<file path="src/rtl/led_seq.sv">
// LED pattern sequencer: rotate/bounce/blink/fill patterns advanced by a step timer,
// with registered LED drive plus step and wrap pulses for other status logic.
module led_seq #(
  parameter int NUM_LEDS    = 4,
  parameter int CNT_W       = 32,
  parameter int STEP_CYCLES = 50_000_000
) (
  input  logic                clk,
  input  logic                rstn,
  input  logic                en,
  input  logic                clr,
  input  logic [1:0]          mode,
  input  logic                dir,
  output logic [NUM_LEDS-1:0] led_c,
  output logic                step,
  output logic                wrap
);

  localparam logic [1:0] M_ROTATE = 2'd0;
  localparam logic [1:0] M_BOUNCE = 2'd1;
  localparam logic [1:0] M_BLINK  = 2'd2;
  localparam logic [CNT_W-1:0] LAST = CNT_W'(STEP_CYCLES - 1);

  typedef enum logic {S_IDLE, S_RUN} state_t;

  state_t              state_q, state_d;
  logic [CNT_W-1:0]    timer_q, timer_d;
  logic [NUM_LEDS-1:0] led_q, led_d, nxt;
  logic                step_q, step_d, wrap_q, wrap_d;
  logic [1:0]          mode_q, mode_d;
  logic                dir_q, dir_d;
  logic                bdir_q, bdir_d, bdir_nxt, up;

  function automatic logic [NUM_LEDS-1:0] init_pat(input logic [1:0] m, input logic d);
    logic [NUM_LEDS-1:0] p;
    p = '0;
    if (m == M_BLINK) p = '1;
    else if (d)       p[NUM_LEDS-1] = 1'b1;
    else              p[0] = 1'b1;
    return p;
  endfunction

  // bdir_q flips at each end of a bounce so the walk heads back toward INIT
  always_comb begin
    nxt      = led_q;
    bdir_nxt = bdir_q;
    up       = (~dir_q) ^ bdir_q;
    case (mode_q)
      M_ROTATE: nxt = dir_q ? {led_q[0], led_q[NUM_LEDS-1:1]}
                            : {led_q[NUM_LEDS-2:0], led_q[NUM_LEDS-1]};
      M_BOUNCE: begin
        if (up) begin
          if (led_q[NUM_LEDS-1]) begin
            nxt      = led_q >> 1;
            bdir_nxt = ~bdir_q;
          end else begin
            nxt = led_q << 1;
          end
        end else begin
          if (led_q[0]) begin
            nxt      = led_q << 1;
            bdir_nxt = ~bdir_q;
          end else begin
            nxt = led_q >> 1;
          end
        end
      end
      M_BLINK:  nxt = ~led_q;
      default: begin
        if (&led_q) nxt = '0;
        else        nxt = dir_q ? {1'b1, led_q[NUM_LEDS-1:1]} : {led_q[NUM_LEDS-2:0], 1'b1};
      end
    endcase
  end

  always_comb begin
    state_d = state_q;
    timer_d = timer_q;
    led_d   = led_q;
    step_d  = 1'b0;
    wrap_d  = 1'b0;
    mode_d  = mode_q;
    dir_d   = dir_q;
    bdir_d  = bdir_q;
    if (clr) begin
      state_d = S_IDLE;
      timer_d = '0;
      led_d   = '0;
      bdir_d  = 1'b0;
    end else if (state_q == S_IDLE) begin
      timer_d = '0;
      led_d   = '0;
      if (en) begin
        state_d = S_RUN;
        led_d   = init_pat(mode, dir);
        mode_d  = mode;
        dir_d   = dir;
        bdir_d  = 1'b0;
      end
    end else if (en) begin
      // A mode/dir change restarts the pattern and swallows any step due this edge
      if ({mode, dir} != {mode_q, dir_q}) begin
        timer_d = '0;
        led_d   = init_pat(mode, dir);
        mode_d  = mode;
        dir_d   = dir;
        bdir_d  = 1'b0;
      end else if (timer_q == LAST) begin
        timer_d = '0;
        led_d   = nxt;
        bdir_d  = bdir_nxt;
        step_d  = 1'b1;
        wrap_d  = (nxt == init_pat(mode_q, dir_q));
      end else begin
        timer_d = timer_q + CNT_W'(1);
      end
    end
  end

  always_ff @(posedge clk or negedge rstn) begin
    if (!rstn) begin
      state_q <= S_IDLE;
      timer_q <= '0;
      led_q   <= '0;
      step_q  <= 1'b0;
      wrap_q  <= 1'b0;
      mode_q  <= '0;
      dir_q   <= 1'b0;
      bdir_q  <= 1'b0;
    end else begin
      state_q <= state_d;
      timer_q <= timer_d;
      led_q   <= led_d;
      step_q  <= step_d;
      wrap_q  <= wrap_d;
      mode_q  <= mode_d;
      dir_q   <= dir_d;
      bdir_q  <= bdir_d;
    end
  end

  assign led_c = led_q;
  assign step  = step_q;
  assign wrap  = wrap_q;

endmodule

</file>
<file path="config.mk">
export PLATFORM = sky130hd
export DESIGN_NAME = led_seq
export DESIGN_NICKNAME = d
export VERILOG_FILES = /design/src/rtl/led_seq.sv
export SDC_FILE = /design/constraint.sdc
export NUM_CORES = 1
export LEC_CHECK = 0
export CORE_MARGIN = 4
export CORE_UTILIZATION = 54
export DETAILED_ROUTE_END_ITERATION = 10
export HOLD_SLACK_MARGIN = 0.15
export PLACE_DENSITY = 0.7
export SETUP_SLACK_MARGIN = 0.5
export SYNTH_ARGS = -nofsm -noshare
export SYNTH_HDL_FRONTEND = slang
export SYNTH_SLANG_ARGS = --single-unit
</file>
<file path="constraint.sdc">
create_clock -name clk -period 3.03 [get_ports clk]
set_input_delay 0.4545 -clock clk [delete_from_list [all_inputs] [get_ports clk]]
set_output_delay 0.4545 -clock clk [all_outputs]
set_load 0.01 [all_outputs]
</file>
## Word-level counts from Yosys, hierarchy flattened

Index checks and enable logic that the tools add are counted.

| word-level totals | value |
|---|---|
| register bits | 43 |
| logic and storage cells | 106 |

| cells by class | value |
|---|---|
| add/subtract/negate cells | 1 |
| equal/unequal tests | 12 |
| muxes and demuxes | 74 |
| bitwise gates (word level) | 5 |
| reduce and logical (&&, ||, !) cells | 6 |

Operator list:

| cell | number |
|---|---|
| 32-bit 2-to-1 mux | 5 |
| 4-bit 2-to-1 mux | 12 |
| 1-bit 2-to-1 mux | 45 |
| 32-bit by 1-bit adder with 32-bit output, second input constant | 1 |
| 32-bit by 26-bit equality test with 1-bit output, second input constant | 1 |
| 2-bit 2-to-1 mux | 11 |
| 4-bit case mux with 3 select lines | 1 |
| 4-bit by 2-bit != test with 1-bit output, second input constant | 2 |
| 5-bit by 2-bit != test with 1-bit output, second input constant | 1 |
| 5-bit by 4-bit != test with 1-bit output, second input constant | 1 |
| 5-bit AND reduction | 1 |
| 2-bit equality test, second input constant | 2 |
| 4-bit equality test | 1 |
| 4-bit inverter | 1 |
| 4-bit AND reduction | 1 |
| 3-bit != test | 1 |
| 3-bit != test, second input constant | 1 |
| 1-bit inverter | 3 |
| 3-bit AND reduction | 1 |
| 2-bit by 1-bit equality test with 1-bit output, second input constant | 1 |
| 2-bit logical NOT | 1 |
| 2-bit by 1-bit != test with 1-bit output, second input constant | 1 |
| 2-bit AND reduction | 1 |
| 2-bit nonzero test | 1 |
| 1-bit bitwise XOR | 1 |

## Depth between registers and ports, before layout

Gate-level depths: netlist of the first run.

| depth | value |
|---|---|
| word-level depth | 13 |
| mapped depth | 9 |
| depth with buffers taken out | 7 |

## Worst setup path before layout of the first run

Ideal clock, no wire load.

| timing path | value |
|---|---|
| path kind | reg-to-reg |
| start | reg timer_q[0] |
| end | reg timer_q[16] |
| setup time | 0.119 ns |
| data arrival time | 1.914 ns |
| slack | 0.998 ns |
| cell stages (with the launch flop) | 10 |
| cell sequence | dfrtp_1 > ha_1 > and3_1 > nand3_1 > nor4_4 > nor2_4 > nor2_1 > buf_4 > buf_6 > nor2_1 |

| between the ends | value |
|---|---|
| word-level cells in the longest chain between the ends | 6 |
| elaborated cells between the ends (all ways) | 7 |
| those cells by class | 1 x add/sub; 1 x eq/ne; 5 x mux |

RTL lines:

| item | RTL line | source |
|---|---|---|
| start, declared | 27 | `logic [CNT_W-1:0] timer_q, timer_d;` |
| start signal, assigned | 132 | `timer_q <= timer_d;` |
| 32-bit by 1-bit adder with 32-bit output or 32-bit by 26-bit equality test with 1-bit output (tied branches) | 115, 108 |  |
| 32-bit 2-to-1 mux * | 108 | `end else if (timer_q == LAST) begin` |
| 32-bit 2-to-1 mux * | 102 | `if ({mode, dir} != {mode_q, dir_q}) begin` |
| 32-bit 2-to-1 mux * | 100 | `end else if (en) begin` |
| 32-bit 2-to-1 mux * | 90 | `end else if (state_q == S_IDLE) begin` |
| 32-bit 2-to-1 mux * | 85 | `if (clr) begin` |

Mark *: on every way between the ends. The rest lies on a longest branch, timed or not. The select of a mux whose other input is x is not followed.
A chain may end at the register's enable or synchronous reset.

## Worst setup path after layout of the first run

| timing path | value |
|---|---|
| start | reg timer_q[0] |
| end | reg timer_q[25] |

The elaborated chain is that of the path after synthesis.

==> results of run 1 <==
[state kept, by name (all words and copies together), names as in the netlist]
register	flops
dir_q	1
mode_q	2
state_q	1
led_c	4
wrap	1
step	1
bdir_q	1
timer_q	32
[per-layer routing]
metal  share of wire, %  wire (um)  track usage (%)
met1                 50       2710             28.8
met2                 44       2400             27.4
met3                4.4        240             4.47
met4                1.1         60             7.17
met5                  0          0                0
[Yosys cell counts, drive strengths merged, types with 2 or more instances]
master,number,area [um^2]
a2111oi,2,30.0
a211oi,2,15.0
a21o,2,15.0
a21oi,7,35.0
a31oi,3,18.8
and2,2,12.5
and3,6,37.5
and4,3,26.3
buf,8,60.1
clkbuf,6,22.5
dfrtp,43,1080
inv,10,37.5
mux2,4,45.0
mux2i,7,70.1
nand2,26,97.6
nand2b,2,12.5
nand3,15,75.1
nand4,11,90.1
nand4b,3,26.3
nor2,48,188
nor3,3,15.0
nor4,5,52.6
nor4b,2,30.0
o211ai,2,15.0
o21ai,18,93.8
or3,2,12.5
xnor2,16,140
xor2,15,139
[per-stage QoR]
| step | hold WS, ns | setup slack (ns) | cell area [um^2] | util [%] | power [mW] |
|---|---|---|---|---|---|
| floorplan | 0.159 | 0.998 | 2650 | - | 0.748 |
| global placement | 0.484 | 0.543 | 2780 | 58.9 | 0.796 |
| detailed placement | 0.496 | 0.509 | 2780 | 58.9 | 0.797 |
| CTS | 0.328 | 0.693 | 2900 | 61.3 | 1.26 |
| global route | 0.361 | 0.531 | 2900 | 61.3 | 1.31 |
| finish | 0.283 | 0.732 | 2900 | 61.3 | 1.24 |
[layout by cell type, fill, tap and decap left out, drive strengths merged, types with 7 or more instances in the layout]
cell type,synthesis,final
nand4,11,11
clkdlybuf4s50,0,11
nor2,48,48
nand3,15,15
dfrtp,43,43
xor2,15,15
nand2,26,26
o21ai,18,18
a21oi,7,7
inv,10,10
xnor2,16,16
mux2i,7,7
[cell type report]
cell class / count / share of cell area [%]
Timing Repair Buffer: 14 / 4.49
Inverter: 10 / 1.30
Clock inverter: 3 / 1.51
Clock buffer: 5 / 2.38
Sequential cell: 43 / 37.2
Tap cell: 67 / 2.90
Multi-Input combinational cell: 224 / 50.3
[cell families after synthesis]
kind of cell,after synthesis
fa+ha+maj,1
xor+xnor,31
mux,11
compound gates,48
buf+inv,24
flops,43
simple gates,133
[report_power, final]
| part | total (mW) | switching, mW | internal (mW) |
|---|---|---|---|
| clock network | 0.457 | 0.211 | 0.246 |
| registers | 0.625 | 0.0415 | 0.583 |
| logic | 0.161 | 0.0899 | 0.0707 |
| total | 1.24 | 0.343 | 0.899 |
[worst max-delay path by stage]
stage	cells past startpoint	from	to	slack [ns]
after floorplan	9	timer_q[0]	timer_q[16]	1.0
after global placement	7	mode[1]	led_c[3]	0.54
after detailed placement	7	dir	led_c[3]	0.51
after CTS	8	timer_q[0]	timer_q[27]	0.69
after global routing	8	timer_q[0]	timer_q[17]	0.53
final	8	timer_q[0]	timer_q[25]	0.73
==> flow_metrics.tcl, run 1 <==
set metrics [dict create \
    diodes 0 \
    yosys.area_share.adder_pct 0.472 \
    slowest_delay_ns 0.47 \
    clockBufferDepth 2 \
    hold_class "input port to asynchronous set/reset pin" \
    grt-ovfl-total 0 \
    totalWireLength_um 5410 \
    slew_headroom_pct 36.4 \
    ff2ff_path_depth 8 \
    syn2layout_area_growth_pct 9.31 \
    grt_pass1_vias 1887 \
    max_freq_mhz 435 \
    dpl.hpwl_um 3650 \
    synth_seq_area_share_pct 40.6 \
    post_cts_resized 0 \
    clock_latency_ns 0.31 \
    reg2reg_to "timer_q[25]" \
    critical_path_peak_fanout 27 \
    dieHeight_um 78.0 \
    grt_start_max_net_pins 44 \
    dp_cells 358 \
    synth_warnings 0 \
    cp_cell_sequence "ha_1 -> and3_1 -> nand3_1 -> nor4_4 -> nor2_4 -> nor2_2 -> buf_4 -> nor2_1" \
    tns_ns 0 \
    end_kind "flip-flop" \
    rows 25 \
    cts_root_buffer "clkbuf_8" \
    power_density_mw_per_mm2 429 \
    via_per_inst 5.72 \
    first_iter_violations 126 \
    die_x_um 78.0 \
    synth_area_per_cell_um2 9.10 \
    peakVddDrop_v 0.000262 \
    tightest_slew_ns 0.953 \
    start_kind "flip-flop" \
    critical_path_buf_inv_count 1 \
    ios 13 \
    drv_slew 0 \
    cts_hold_buf 0 \
    num-fill-cells 403 \
    port_buffers 12 \
    cp.arrival_ns 2.49 \
    cts_tree "built" \
    syn_area_mm2 0.00265 \
    htree_levels 2 \
    muxShareOfSynthArea_pct 4.35 \
    synth_cell_types 56 \
    dominantRegCellSynth "dfrtp_1" \
    hold_viol 0 \
    synth_cells 291 \
    drv_cap 0 \
    required_ns 3.22 \
    reg2reg_slack_ns 0.73 \
    crit_family "simple AND/OR/NAND/NOR gates" \
    place_congestion 0.941 \
    cts_inserted_buffers 5 \
    final_nets 306 \
    ant_nets 0 \
    period_share_pct 75.8 \
    regArea_mm2 0.00108 \
    grt_usage_pct 19.3 \
    antenna_found_initial 0 \
    criticalPathCategory "flip-flop to flip-flop" \
    postCtsSetupBuffers 0 \
    status "finished clean" \
    die_area_mm2 0.00609 \
    slowest_stage "nor4_4" \
    finalClockSkew_ns 0.00902 \
    clk_pin_slew_worst_paths_ns 0.09 \
    yosys.area_share.simple_pct 27.1 \
    synth_edf_count 0 \
    routedWlPerCell_um 14.8 \
    fin_crit_ns 2.30 \
    leakagePower_nw 1.18 \
    synth_xor_area_share_pct 10.5 \
    layout-drive-gt1-share_pct 9.36 \
    initial_core_util_pct 56.1 \
    async_reset_ff_share_pct 100 \
    setup_viol 0 \
    cts.sinks 43 \
    core-area_mm2 0.00472 \
    drc 0 \
    synth_nets 299 \
    reg2reg_from "timer_q[0]" \
    instances_no_fill 366 \
    drtPass1Iterations 4 \
    num_vias 2094 \
    multiInputGateArea_mm2 0.00146 \
    synth-seq-cells 43 \
    rsz0062_at_grt "no" \
    grt_pass1_wl_um 9360 \
    synth_top_family_by_area "simple AND/OR/NAND/NOR gates" \
    synth_compound_area_share_pct 12.4 \
]
(Power assumes the default switching activity.)
==> inputs of run 2 (changes only) <==
--- a/config.mk
+++ b/config.mk
@@ -9,7 +9,7 @@
 export CORE_UTILIZATION = 54
 export DETAILED_ROUTE_END_ITERATION = 10
 export HOLD_SLACK_MARGIN = 0.15
-export PLACE_DENSITY = 0.7
+export PLACE_DENSITY = 0.73
 export SETUP_SLACK_MARGIN = 0.5
 export SYNTH_ARGS = -nofsm -noshare
 export SYNTH_HDL_FRONTEND = slang
==> constraint.sdc (replaced) <==
create_clock -name clk -period 2 [get_ports clk]
set_input_delay 0.3 -clock clk [delete_from_list [all_inputs] [get_ports clk]]
set_output_delay 0.3 -clock clk [all_outputs]
set_load 0.01 [all_outputs]
==> run 2 against run 1 <==
Effect of this change: power is 62% higher; cell area is 25% higher; combinational power grew to 2.7 times the previous value; critical path type unchanged; clock power is 46% higher; sequential share of layout area is 7.1 points lower; clock skew is 0.0051 ns lower; highest routed layer unchanged; worst hold slack better by 0.12 ns; flip-flop and latch count stayed put.
==> flow_metrics.tcl, run 2 (synthesis results as in run 1) <==
set metrics [dict create \
    grt_usage_pct 24.2 \
    port_buffers 12 \
    cp_cell_sequence "buf_8 -> xnor2_2 -> nand4_2 -> or2_4 -> a21boi_4 -> a2111o_1 -> o21ai_0" \
    largest_reg_flops 32 \
    dieHeight_um 78.0 \
    slowest_stage "dfrtp_2" \
    via_per_inst 5.81 \
    cts_tree "built" \
    core-area_mm2 0.00472 \
    diodes 0 \
    grt_pass1_vias 2483 \
    cp.arrival_ns 2.14 \
    place_congestion 0.900 \
    instances_no_fill 430 \
    final_cell_mix "buf_4 (59), nor2_1 (39), dfrtp_1 (37), nand2_1 (26)" \
    finalClockSkew_ns 0.00391 \
    hold_viol 0 \
    rows 25 \
    fin_area_mm2 0.00361 \
    setup_viol 0 \
    criticalPathCategory "flip-flop to flip-flop" \
    cts.sinks 43 \
    routedWlPerCell_um 16.6 \
    drv_slew 0 \
    grt_pass1_wl_um 11800 \
    holdWs_ns 0.404 \
    htree_levels 2 \
    power_density_mw_per_mm2 559 \
    final_nets 371 \
    start_kind "flip-flop" \
    die_x_um 78.0 \
    ios 13 \
    clock_latency_ns 0.29 \
    end_kind "flip-flop" \
    rsz0062_at_grt "yes" \
    drc 0 \
    drtPass1Iterations 5 \
    dpl.hpwl_um 4660 \
    fin_crit_ns 1.93 \
    period_share_pct 96.4 \
    tightest_slew_ns 0.564 \
    critical_path_peak_fanout 7 \
    grt-ovfl-total 0 \
    max_freq_mhz 519 \
    drv_cap 0 \
    slowest_delay_ns 0.47 \
    antenna_found_initial 0 \
    p_total_mw 2.02 \
    ant_nets 0 \
    grt_start_max_net_pins 33 \
    cts_root_buffer "clkbuf_8" \
    first_iter_violations 280 \
    initial_core_util_pct 56.1 \
    dp_cells 402 \
    num_vias 2498 \
    status "finished clean" \
    required_ns 2.21 \
    top_register "timer_q" \
    layout-drive-gt1-share_pct 33.9 \
    totalWireLength_um 7130 \
    syn2layout_area_growth_pct 36.1 \
    die_area_mm2 0.00609 \
    layout_commonest_cell "buf_4" \
    hold_class "input port to asynchronous set/reset pin" \
    place_area_mm2 0.00316 \
    leakagePower_nw 1.59 \
    clk_pin_slew_worst_paths_ns 0.08 \
    peakVddDrop_v 0.000337 \
    clockBufferDepth 2 \
    slew_headroom_pct 62.3 \
    final_core_util_pct 76.3 \
    num-fill-cells 312 \
    cts_inserted_buffers 5 \
]
## run 2: timing repair
action                                  4_1_cts  5_1_grt
endpoints found under the setup margin       43       42
hold buffers                                  1        0
pin swaps                                    11        5
hold endpoints to repair                     11        0
buffers inserted                             16        4
resized for setup                            29       29
## run 2: through the flow
stage | TNS (ns) | setup slack, ns
2_1_floorplan | 0 | 0.144
3_3_place_gp | -0.569 | -0.0722
3_5_place_dp | -1.42 | -0.111
4_1_cts | 0 | 0.110
5_1_grt | -0.0334 | -0.0193
6_report | 0 | 0.0714
## run 2: area by class of cell
type	instances	area (um^2)	area share (%)
multi-input combinational	224	1650	45.6
sequential	43	1080	30.0
timing repair buffer	79	653	18.1
tap	67	83.8	2.32
clock buffer	6	72.6	2.01
inverter	10	37.5	1.04
clock inverter	1	30.0	0.833
## run 2: worst paths after layout
path / start / endpoint / slack [ns] / cells after the start
hold reg to reg: timer_q[2] / timer_q[2] / 0.55 / 1
setup / recovery: dir_q / led_c[3] / 0.07 / 7
setup reg to reg: dir_q / led_c[3] / 0.07 / 7
hold / removal: rstn / timer_q[1] / 0.40 / 2
min in group clk: timer_q[2] / timer_q[2] / 0.55 / 1
max in group asynchronous: rstn / led_c[2] / 0.87 / 3
## run 2: power breakdown
group          switching (mW)  total [mW]  internal (mW)
sequential             0.0334       0.919          0.886
clock                   0.299       0.665          0.366
combinational           0.226       0.433          0.207
## run 2: routing by layer
metal | track usage, % | share of wire, %
met5 | 0 | 0
met4 | 4.55 | 1.2
met3 | 5.05 | 4.1
met2 | 42.2 | 50
met1 | 31.1 | 44
## run 2: critical path, delay by kind of cell (launching register included)
family,cells,cell delay [ns]
compound gates,3,0.64
buf+inv,1,0.17
xor+xnor,1,0.14
simple gates,2,0.43
flops,1,0.47
==> inputs of run 3 (changes only) <==
--- a/config.mk
+++ b/config.mk
@@ -5,11 +5,13 @@
 export SDC_FILE = /design/constraint.sdc
 export NUM_CORES = 1
 export LEC_CHECK = 0
+export CELL_PAD_IN_SITES_DETAIL_PLACEMENT = 0
+export CELL_PAD_IN_SITES_GLOBAL_PLACEMENT = 2
 export CORE_MARGIN = 4
-export CORE_UTILIZATION = 54
+export CORE_UTILIZATION = 34
 export DETAILED_ROUTE_END_ITERATION = 10
-export HOLD_SLACK_MARGIN = 0.15
-export PLACE_DENSITY = 0.73
+export HOLD_SLACK_MARGIN = 0.05
+export PLACE_DENSITY = 0.72
 export SETUP_SLACK_MARGIN = 0.5
 export SYNTH_ARGS = -nofsm -noshare
 export SYNTH_HDL_FRONTEND = slang
==> run 3 against run 2 <==
Effect of this change: count of clock-buffer cells in the layout shrank 1; fmax grew 1.2%; worst hold slack lost 0.015 ns; critical path type unchanged; critical endpoint is now timer_q[16]; largest power group unchanged; highest routed layer unchanged.
==> flow_metrics.tcl, run 3 (synthesis results as in run 1) <==
set metrics [dict create \
    hold_class "input port to flip-flop" \
    max_freq_mhz 525 \
    top_usage_layer "met2" \
    cts_tree "built" \
    hold_viol 0 \
    tns_ns 0 \
    grt-ovfl-total 0 \
    required_ns 2.20 \
    holdWs_ns 0.389 \
    totalWireLength_um 7200 \
    first_iter_violations 94 \
    die_x_um 96.3 \
    use_met3_pct 2.81 \
    layout-drive-gt1-share_pct 40.3 \
    critical_path_peak_fanout 5 \
    via_per_inst 5.03 \
    cp.arrival_ns 2.11 \
    clk_pin_slew_worst_paths_ns 0.09 \
    dieHeight_um 96.3 \
    drv_cap 0 \
    crit_family "simple AND/OR/NAND/NOR gates" \
    end_kind "flip-flop" \
    core-area_mm2 0.00741 \
    ios 13 \
    clkPwrFrac_pct 37.4 \
    slowest_stage "dfrtp_1" \
    routedWlPerCell_um 15.0 \
    syn2layout_area_growth_pct 50.4 \
    setup_viol 0 \
    criticalPathCategory "flip-flop to flip-flop" \
    use_met1_pct 22.7 \
    ant_nets 0 \
    start_kind "flip-flop" \
    diodes 0 \
    top_register "timer_q" \
    cts.sinks 43 \
    layout_commonest_cell "buf_4" \
    met2_usage_pct 26.3 \
    clockBufferDepth 2 \
    rsz0062_at_grt "yes" \
    grt_pass1_wl_um 11600 \
    p_sw_share_pct 26.8 \
    rows 31 \
    antenna_found_initial 0 \
    drv_slew 0 \
    peakVddDrop_v 0.000367 \
    drc 0 \
    place_congestion 0.817 \
    p_int_mw 1.61 \
    grt_usage_pct 16.3 \
    drtPass1Iterations 4 \
    die_area_mm2 0.00927 \
    num-fill-cells 672 \
    cp_cell_sequence "nor4_2 -> nand4_1 -> nor4_4 -> nor2_4 -> nor2_4 -> buf_6 -> clkbuf_16 -> nor2_4" \
    critPathMostFrequentCell "nor2_4" \
    critical_path_buf_inv_count 2 \
    initial_core_util_pct 35.8 \
    grt_pass1_vias 2314 \
    dpl.hpwl_um 5090 \
    final_core_util_pct 53.8 \
    status "finished clean" \
    clock_latency_ns 0.30 \
    final_nets 389 \
    switchingPower_uw 591 \
    leakagePower_nw 1.75 \
    tightest_slew_ns 0.551 \
    final_cell_mix "buf_4 (69), dfrtp_1 (39), nor2_1 (30), nand2_1 (24), nor2_4 (15)" \
    cts_inserted_buffers 5 \
    htree_levels 2 \
    port_buffers 12 \
    cts_root_buffer "clkbuf_8" \
    slowest_delay_ns 0.40 \
    largest_reg_flops 32 \
    finalClockSkew_ns 0.00996 \
    slew_headroom_pct 63.3 \
    grt_start_max_net_pins 24 \
    fin_crit_ns 1.91 \
    power_density_mw_per_mm2 552 \
    period_share_pct 95.3 \
    power_frac_comb_pct 20.8 \
    num_vias 2421 \
    p_seq_share_pct 41.8 \
]
run 3: cell count changes in the layout (fill, tap and decap cells not counted), moves of 3 or more:
cell	delta
nor2_4	+9
buf_4	+10
clkdlybuf4s50_1	-3
dlygate4sd2_1	+3
buf_6	+9
nor2_1	-9
run 3: layout make-up:
type / instances / area (um^2) / share of cell area, %
Timing Repair Buffer: 97 / 835 / 20.9
Sequential cell: 43 / 1080 / 27.1
Clock inverter: 3 / 67.6 / 1.70
Multi-Input combinational cell: 224 / 1770 / 44.4
Tap cell: 99 / 124 / 3.11
Inverter: 10 / 37.5 / 0.942
Clock buffer: 5 / 68.8 / 1.73
run 3: worst reg2reg max path: stages, from the launching register on:
cell and delay (ns):
dfrtp_1 0.40, nor4_2 0.30, nand4_1 0.19, nor4_4 0.31
nor2_4 0.07, nor2_4 0.20, buf_6 0.16, clkbuf_16 0.15
nor2_4 0.04
run 3: path summary, 6_finish.rpt:
path                             start           to  slack (ns)  cells past startpoint
max in group asynchronous         rstn   timer_q[8]        0.91                      3
min in group asynchronous         rstn     led_c[0]        0.51                      2
min reg2reg                 timer_q[2]   timer_q[2]        0.53                      1
max reg2reg                timer_q[11]  timer_q[16]        0.09                      8
max                        timer_q[11]  timer_q[16]        0.09                      8
min                                clr       bdir_q        0.39                      2
run 3: routing by layer:
layer / share of wire, % / wire [um]
met3: 3.2 / 231
met5: 0 / 0
met2: 47 / 3420
met4: 1.3 / 92
met1: 48 / 3460
run 3: repair_timing:
action                     in CTS  in global routing
resized for setup              52                 39
buffers inserted               12                  6
setup endpoints to repair      44                 43
hold buffers                    1                  0
hold endpoints to repair       21                  0
pin swaps                      17                 12
cloned                          0                  1
run 3: per-stage QoR:
stage	worst slack, ns	power (mW)	cell area [um^2]	instances
6_report	0.0938	2.20	3980	481
5_1_grt	-0.0145	2.30	3980	481
3_3_place_gp	-0.217	1.30	3340	453
3_5_place_dp	-0.217	1.29	3340	453
4_1_cts	0.111	2.17	3760	474
2_1_floorplan	0.144	1.15	2710	291
run 3: power groups by stage:
stage / registers [mW] / logic (mW) / clock network, mW
2_1_floorplan: 0.920 / 0.230 / 0
3_5_place_dp: 0.936 / 0.355 / 0
4_1_cts: 0.919 / 0.405 / 0.843
3_3_place_gp: 0.937 / 0.362 / 0
5_1_grt: 0.923 / 0.495 / 0.883
6_report: 0.920 / 0.457 / 0.824
